$ cat config.mk
export PLATFORM = sky130hd
export DESIGN_NAME = uart_exchange_sequencer
export DESIGN_NICKNAME = d
export VERILOG_FILES = /design/src/rtl/uart_exchange_sequencer_pkg.sv /design/src/rtl/uart_exchange_sequencer_counter.sv /design/src/rtl/uart_exchange_sequencer.sv
export SDC_FILE = /design/constraint.sdc
export NUM_CORES = 1
export LEC_CHECK = 0
export CAP_MARGIN = 15
export CORE_MARGIN = 2
export CORE_UTILIZATION = 28
export DETAILED_ROUTE_END_ITERATION = 7
export PLACE_DENSITY = 0.58
export SLEW_MARGIN = 25
export SYNTH_ARGS = -nofsm -noshare
export SYNTH_HDL_FRONTEND = slang
export SYNTH_SLANG_ARGS = --single-unit
$ cat constraint.sdc
create_clock -name clk_i -period 2.78 [get_ports clk_i]
set_clock_uncertainty 0.15 [all_clocks]
set_input_delay 0.278 -clock clk_i [delete_from_list [all_inputs] [get_ports clk_i]]
set_output_delay 0.278 -clock clk_i [all_outputs]
set_load 0.05 [all_outputs]
$ cat src/rtl/uart_exchange_sequencer_pkg.sv
// Shared definitions for the UART exchange sequencer: state encoding, byte width
// and a sizing helper for the shared wait/gap counter.
package uart_exchange_sequencer_pkg;

    localparam int SEQ_BYTE_W = 8;

    typedef enum logic [2:0] {
        ST_IDLE,
        ST_SEND,
        ST_WAIT_RX,
        ST_CHECK,
        ST_GAP,
        ST_DONE
    } seq_state_e;

    // Bits needed to hold the larger of two cycle limits; never less than 1.
    function automatic int seq_cnt_width(input int a, input int b);
        int m;
        m = (a > b) ? a : b;
        return (m < 1) ? 1 : $clog2(m + 1);
    endfunction

endpackage

$ cat src/rtl/uart_exchange_sequencer_counter.sv
// Cycle counter with clear, enable and a terminal flag raised on the limit-th
// counted cycle; shared by the handshake timeout and the inter-step gap.
module seq_timeout_counter
    import uart_exchange_sequencer_pkg::*;
#(
    parameter int W = 8
) (
    input  logic         clk_i,
    input  logic         reset_i,
    input  logic         clear_i,
    input  logic         enable_i,
    input  logic [W-1:0] limit_i,
    output logic         terminal_o
);

    logic [W-1:0] count_q, count_d;

    assign terminal_o = (count_q == limit_i - W'(1));

    always_comb begin
        count_d = count_q;
        if (clear_i) begin
            count_d = '0;
        end else if (enable_i && !terminal_o) begin
            count_d = count_q + W'(1);
        end
    end

    always_ff @(posedge clk_i) begin
        if (reset_i) begin
            count_q <= '0;
        end else begin
            count_q <= count_d;
        end
    end

endmodule

$ cat src/rtl/uart_exchange_sequencer.sv
// Scripted request/response master: per step send one byte, accept one reply,
// compare against the script and count mismatches and timeouts.
module uart_exchange_sequencer
    import uart_exchange_sequencer_pkg::*;
#(
    parameter int NUM_STEPS  = 16,
    parameter int STEP_W     = (NUM_STEPS > 1) ? $clog2(NUM_STEPS) : 1,
    parameter int TIMEOUT    = 2000000,
    parameter int GAP_CYCLES = 0,
    parameter int ERR_W      = 8
) (
    input  logic                  clk_i,
    input  logic                  reset_i,
    input  logic                  start_i,
    output logic [STEP_W-1:0]     stepIndex_o,
    input  logic [SEQ_BYTE_W-1:0] scriptTx_i,
    input  logic [SEQ_BYTE_W-1:0] scriptExp_i,
    input  logic                  scriptChk_i,
    output logic [SEQ_BYTE_W-1:0] txData_o,
    output logic                  txValid_o,
    input  logic                  txReady_i,
    input  logic [SEQ_BYTE_W-1:0] rxData_i,
    input  logic                  rxValid_i,
    output logic                  rxReady_o,
    output logic                  busy_o,
    output logic                  done_o,
    output logic                  pass_o,
    output logic [ERR_W-1:0]      errCount_o,
    output logic [SEQ_BYTE_W-1:0] lastRx_o,
    output logic                  timedOut_o
);

    localparam int CNT_W = seq_cnt_width(TIMEOUT, GAP_CYCLES);

    seq_state_e              state_q, state_d;
    logic [STEP_W-1:0]       stepIndex_q, stepIndex_d;
    logic [SEQ_BYTE_W-1:0]   txData_q, txData_d;
    logic                    txValid_q, txValid_d;
    logic [SEQ_BYTE_W-1:0]   lastRx_q, lastRx_d;
    logic [ERR_W-1:0]        errCount_q, errCount_d;
    logic                    timedOut_q, timedOut_d;
    logic                    mismatch_q, mismatch_d;
    logic                    lastStep_q, lastStep_d;

    logic                    cntClear, cntEnable, cntTerminal;
    logic [CNT_W-1:0]        cntLimit;
    logic [ERR_W-1:0]        errPlus;
    logic                    isLastStep;

    assign errPlus    = (errCount_q == '1) ? errCount_q : errCount_q + ERR_W'(1);
    assign isLastStep = (stepIndex_q == STEP_W'(NUM_STEPS - 1));

    // The wait counter only runs while a byte is actually offered, so a load cycle never eats into TIMEOUT.
    assign cntClear  = (state_d != state_q);
    assign cntEnable = ((state_q == ST_SEND) && txValid_q) || (state_q == ST_WAIT_RX) || (state_q == ST_GAP);
    assign cntLimit  = (state_q == ST_GAP) ? CNT_W'(GAP_CYCLES) : CNT_W'(TIMEOUT);

    seq_timeout_counter #(.W(CNT_W)) u_waitCounter (
        .clk_i      (clk_i),
        .reset_i    (reset_i),
        .clear_i    (cntClear),
        .enable_i   (cntEnable),
        .limit_i    (cntLimit),
        .terminal_o (cntTerminal)
    );

    // Compare and advance happen at reply acceptance, so ScriptTx already shows the next step during CHECK
    // and the next byte can be registered on the CHECK->SEND edge without an extra cycle.
    always_comb begin
        state_d     = state_q;
        stepIndex_d = stepIndex_q;
        txData_d    = txData_q;
        txValid_d   = txValid_q;
        lastRx_d    = lastRx_q;
        errCount_d  = errCount_q;
        timedOut_d  = timedOut_q;
        mismatch_d  = mismatch_q;
        lastStep_d  = lastStep_q;

        case (state_q)
            ST_IDLE, ST_DONE: begin
                if (start_i) begin
                    state_d     = ST_SEND;
                    stepIndex_d = '0;
                    errCount_d  = '0;
                    timedOut_d  = 1'b0;
                    txValid_d   = 1'b0;
                end
            end
            ST_SEND: begin
                if (!txValid_q) begin
                    txData_d  = scriptTx_i;
                    txValid_d = 1'b1;
                end else if (txReady_i) begin
                    txValid_d = 1'b0;
                    state_d   = ST_WAIT_RX;
                end else if (cntTerminal) begin
                    txValid_d  = 1'b0;
                    timedOut_d = 1'b1;
                    errCount_d = errPlus;
                    state_d    = ST_DONE;
                end
            end
            ST_WAIT_RX: begin
                if (rxValid_i) begin
                    lastRx_d   = rxData_i;
                    mismatch_d = scriptChk_i && (rxData_i != scriptExp_i);
                    lastStep_d = isLastStep;
                    if (!isLastStep) begin
                        stepIndex_d = stepIndex_q + STEP_W'(1);
                    end
                    state_d = ST_CHECK;
                end else if (cntTerminal) begin
                    timedOut_d = 1'b1;
                    errCount_d = errPlus;
                    state_d    = ST_DONE;
                end
            end
            ST_CHECK: begin
                if (mismatch_q) begin
                    errCount_d = errPlus;
                end
                if (lastStep_q) begin
                    state_d = ST_DONE;
                end else if (GAP_CYCLES == 0) begin
                    txData_d  = scriptTx_i;
                    txValid_d = 1'b1;
                    state_d   = ST_SEND;
                end else begin
                    state_d = ST_GAP;
                end
            end
            ST_GAP: begin
                if (cntTerminal) begin
                    txData_d  = scriptTx_i;
                    txValid_d = 1'b1;
                    state_d   = ST_SEND;
                end
            end
            default: begin
                state_d = ST_IDLE;
            end
        endcase
    end

    always_ff @(posedge clk_i) begin
        if (reset_i) begin
            state_q     <= ST_IDLE;
            stepIndex_q <= '0;
            txData_q    <= '0;
            txValid_q   <= 1'b0;
            lastRx_q    <= '0;
            errCount_q  <= '0;
            timedOut_q  <= 1'b0;
            mismatch_q  <= 1'b0;
            lastStep_q  <= 1'b0;
        end else begin
            state_q     <= state_d;
            stepIndex_q <= stepIndex_d;
            txData_q    <= txData_d;
            txValid_q   <= txValid_d;
            lastRx_q    <= lastRx_d;
            errCount_q  <= errCount_d;
            timedOut_q  <= timedOut_d;
            mismatch_q  <= mismatch_d;
            lastStep_q  <= lastStep_d;
        end
    end

    assign stepIndex_o = stepIndex_q;
    assign txData_o    = txData_q;
    assign txValid_o   = txValid_q;
    assign rxReady_o   = (state_q == ST_WAIT_RX);
    assign busy_o      = (state_q != ST_IDLE) && (state_q != ST_DONE);
    assign done_o      = (state_q == ST_DONE);
    assign pass_o      = (state_q == ST_DONE) && (errCount_q == '0) && !timedOut_q;
    assign errCount_o  = errCount_q;
    assign lastRx_o    = lastRx_q;
    assign timedOut_o  = timedOut_q;

endmodule

==> results.py, run 1 <==
metrics = {
    "outcome": {
        "outcome": "complete, no violations",
    },
    "logic_synthesis": {
        "syn_inst": 358,
        "syn_area_sq_um": 2960,
        "ys_seq_area_share_pct": 37.9,
        "synth_seq_cells": 56,
        "ys.warnings.count": 0,
        "synth_top_area_share_pct": 37.9,
        "syn_area_per_cell_sq_um": 8.27,
        "ys_types": 57,
        "synth_area_leaders": "dfxtp_1 38%, xnor2_1 7.4%, nor2_1 6.8%",
        "synth_edf_count": 0,
        "synth_flop_cell": "dfxtp_1",
        "yosys.area.top_type": "dfxtp_1",
        "synthArstFlopShare_pct": 0,
        "synth.net_count": 392,
    },
    "sta": {
        "setup_viol": 0,
        "period_minus_slack_ns": 2.52,
        "worst_pin_slew_ns": 0.727,
        "relSlewSlack_pct": 51.1,
        "rsz0062_at_grt": "no",
        "slew_violations": 0,
        "finalHoldViolations": 0,
        "fmax_mhz": 397,
        "finalCritPeriodShare_pct": 90.6,
        "setup_tns_ns": 0,
    },
    "critical_path": {
        "worstSetupEndpointType": "output port",
        "reg2reg_slack_ns": 0.32,
        "cpPeakStageDelay_ns": 0.80,
        "start_kind": "register",
        "startpoint": "state_q[2]$_SDFF_PP0_",
        "worstPathArrival_ns": 2.09,
        "crit_chain": "buf_4 -> nor2b_1 -> nor3_2 -> inv_1 -> clkdlybuf4s50_1",
        "cp.depth": 5,
        "slowest_stage": "clkdlybuf4s50_1",
        "critical-path-top-delay-family": "buffers and inverters",
        "crit_path_end": "busy_o",
        "path_buf_inv": 3,
        "reg2reg_to": "errCount_o[7]$_SDFFE_PP0P_",
        "required_ns": 2.35,
        "r2r_start": "state_q[0]$_SDFF_PP0_",
        "crit_type": "reg2out",
        "ff2ff_path_depth": 6,
        "path_max_fanout": 20,
    },
    "place": {
        "port_buffers": 63,
        "place_hpwl_microns": 5340,
        "placedCellCount": 555,
        "gp_congestion": 0.879,
    },
    "clock_network": {
        "hold_buffers": 0,
        "cts_root_buffer": "clkbuf_8",
        "numCtsBuffers": 5,
        "cts_buffer_depth": 2,
        "clk_pin_slew_ns": 0.10,
        "htreeDepth": 2,
        "clk_latency_ns": 0.30,
        "cts_resized": 0,
        "clock_sinks": 56,
        "tritoncts": "done",
        "cts_setup_buffers": 0,
    },
    "min_path": {
        "hold_start": "lastRx_o[3]$_SDFFE_PP0P_",
        "hold_class": "reg2reg",
    },
    "routing": {
        "drc_errors": 0,
        "first_iter_violations": 133,
        "routed_wl_microns": 7190,
        "firstDrtPassIters": 4,
        "avgRoutedWirePerCell_microns": 12.8,
        "vias": 2727,
        "via_per_inst": 4.84,
        "ant_nets": 0,
    },
    "pwr": {
        "swShare_pct": 28.9,
        "p_seq_share_pct": 50.8,
        "clock_power_share_pct": 27.6,
        "combPwrFrac_pct": 21.6,
        "ir_drop_v": 0.000258,
        "leakage_nw": 1.36,
        "power.total_mw": 1.66,
        "power.switching_uw": 479,
        "p_int_mw": 1.18,
        "power_density_nw_per_um2": 425,
    },
    "layout": {
        "mostFrequentLayoutCell": "clkdlybuf4s50_1",
        "synthToLayoutAreaGrowth_pct": 32.0,
        "nNetsFinal": 460,
        "instances_no_fill": 563,
        "antenna_cells": 0,
        "drive_gt1_share_pct": 8.43,
        "final_core_util_pct": 38.0,
        "fillers": 1086,
        "layout_common_cells": "61 x clkdlybuf4s50_1, 56 x dfxtp_1, 54 x nor2_1, 37 x nand2_1, 25 x xnor2_1",
    },
    "die": {
        "initial_core_util_pct": 28.8,
        "die_y_microns": 107,
        "fp.coreArea_sq_um": 10300,
        "pin_count": 64,
        "fp.dieW_microns": 107,
        "design.die.area_sq_um": 11400,
        "placementRows": 37,
    },
    "global_routing": {
        "antenna_found_initial": 0,
        "overflow": 0,
        "grt_first_pass_wirelength_microns": 12300,
        "grt_max_degree": 22,
        "grt_pass1_vias": 2574,
        "globalRouteTotalUtil_pct": 13.0,
    },
    "job": {
        "max-cap-violations": 0,
    },
}
## cell families (layout without fill, tap and decap cells)
| group | count (synthesis) | count (layout) | synth area share, % |
|---|---|---|---|
| AND/OR/NAND/NOR | 162 | 162 | 27.9 |
| AO/OA/AOI/OAI | 62 | 62 | 14.1 |
| flip-flops | 56 | 56 | 37.9 |
| XOR/XNOR | 35 | 35 | 10.4 |
| buffers and inverters | 27 | 96 | 4.06 |
| multiplexers | 11 | 11 | 3.72 |
| adder cells (fa/ha/maj) | 5 | 5 | 2.03 |
## stage by stage
| step | setup WS, ns | cell area (sq um) | hold slack (ns) |
|---|---|---|---|
| 6_report | 0.262 | 3910 | 0.311 |
| 4_1_cts | 0.0891 | 3900 | 0.314 |
| 3_5_place_dp | 0.302 | 3810 | 0.299 |
| 5_1_grt | 0.132 | 3910 | 0.345 |
| 3_3_place_gp | 0.340 | 3810 | 0.293 |
| 2_1_floorplan | 0.237 | 2970 | 0.264 |
## Yosys cell counts (7+ instances only)
| master | instances |
|---|---|
| nor4_1 | 7 |
| nand2_1 | 37 |
| xor2_1 | 10 |
| nand4_1 | 14 |
| clkbuf_1 | 13 |
| inv_1 | 8 |
| xnor2_1 | 25 |
| dfxtp_1 | 56 |
| nor3_1 | 9 |
| nand3_1 | 10 |
| a21oi_1 | 20 |
| nor2_1 | 54 |
| o21ai_0 | 9 |
| mux2i_1 | 11 |
## layer usage
metal	GRT usage, %	vias to the layer above	wire [microns]
li1	-	1396	-
met1	18.2	1238	3500
met2	20.0	85	3100
met3	3.83	8	523
met4	2.23	0	59
met5	0	-	0
## how the worst min path moves through the flow
stage                          endpoint  slack (ns)  depth (start not counted)
2_1_floorplan  lastRx_o[0]$_SDFFE_PP0P_        0.26                          2
5_1_grt        lastRx_o[5]$_SDFFE_PP0P_        0.34                          2
6_report       lastRx_o[3]$_SDFFE_PP0P_        0.31                          2
3_5_place_dp   lastRx_o[6]$_SDFFE_PP0P_        0.30                          2
3_3_place_gp   lastRx_o[3]$_SDFFE_PP0P_        0.29                          2
4_1_cts        lastRx_o[3]$_SDFFE_PP0P_        0.31                          2
## layout make-up
cell class                      instances  area (sq um)  area share [%]
Timing Repair Buffer                   80           766            19.6
Multi-Input combinational cell        275          1730            44.3
Sequential cell                        56          1120            28.7
Inverter                                8          30.0           0.769
Clock buffer                            8          90.1            2.31
Tap cell                              136           170            4.36
## registers in the layout, summed over array words and instances (netlist names)
name	count
mismatch_q	1
lastRx_o	8
lastStep_q	1
timedOut_o	1
state_q	3
errCount_o	8
txValid_o	1
stepIndex_o	4
u_waitCounter.count_q	21
txData_o	8
## worst min-delay path, stage by stage, from the launching register on
cell and delay, ns:
dfxtp_1 0.32, nand2_1 0.05, a21oi_1 0.05
## power by group through the flow
| stage | clock [mW] | sequential [mW] | combinational (mW) |
|---|---|---|---|
| after floorplan | 0 | 0.914 | 0.170 |
| after global placement | 0 | 0.860 | 0.359 |
| after detailed placement | 0 | 0.861 | 0.360 |
| after CTS | 0.482 | 0.843 | 0.362 |
| after global routing | 0.512 | 0.848 | 0.391 |
| final | 0.459 | 0.843 | 0.359 |
Power figures use the tool's default switching activity.
==> inputs of run 2 (changes only) <==
- SKIP_LAST_GASP: not set -> 1
==> results of run 2 <==
Same layout as run 1: the final DEF is identical, and so are final timing and power.
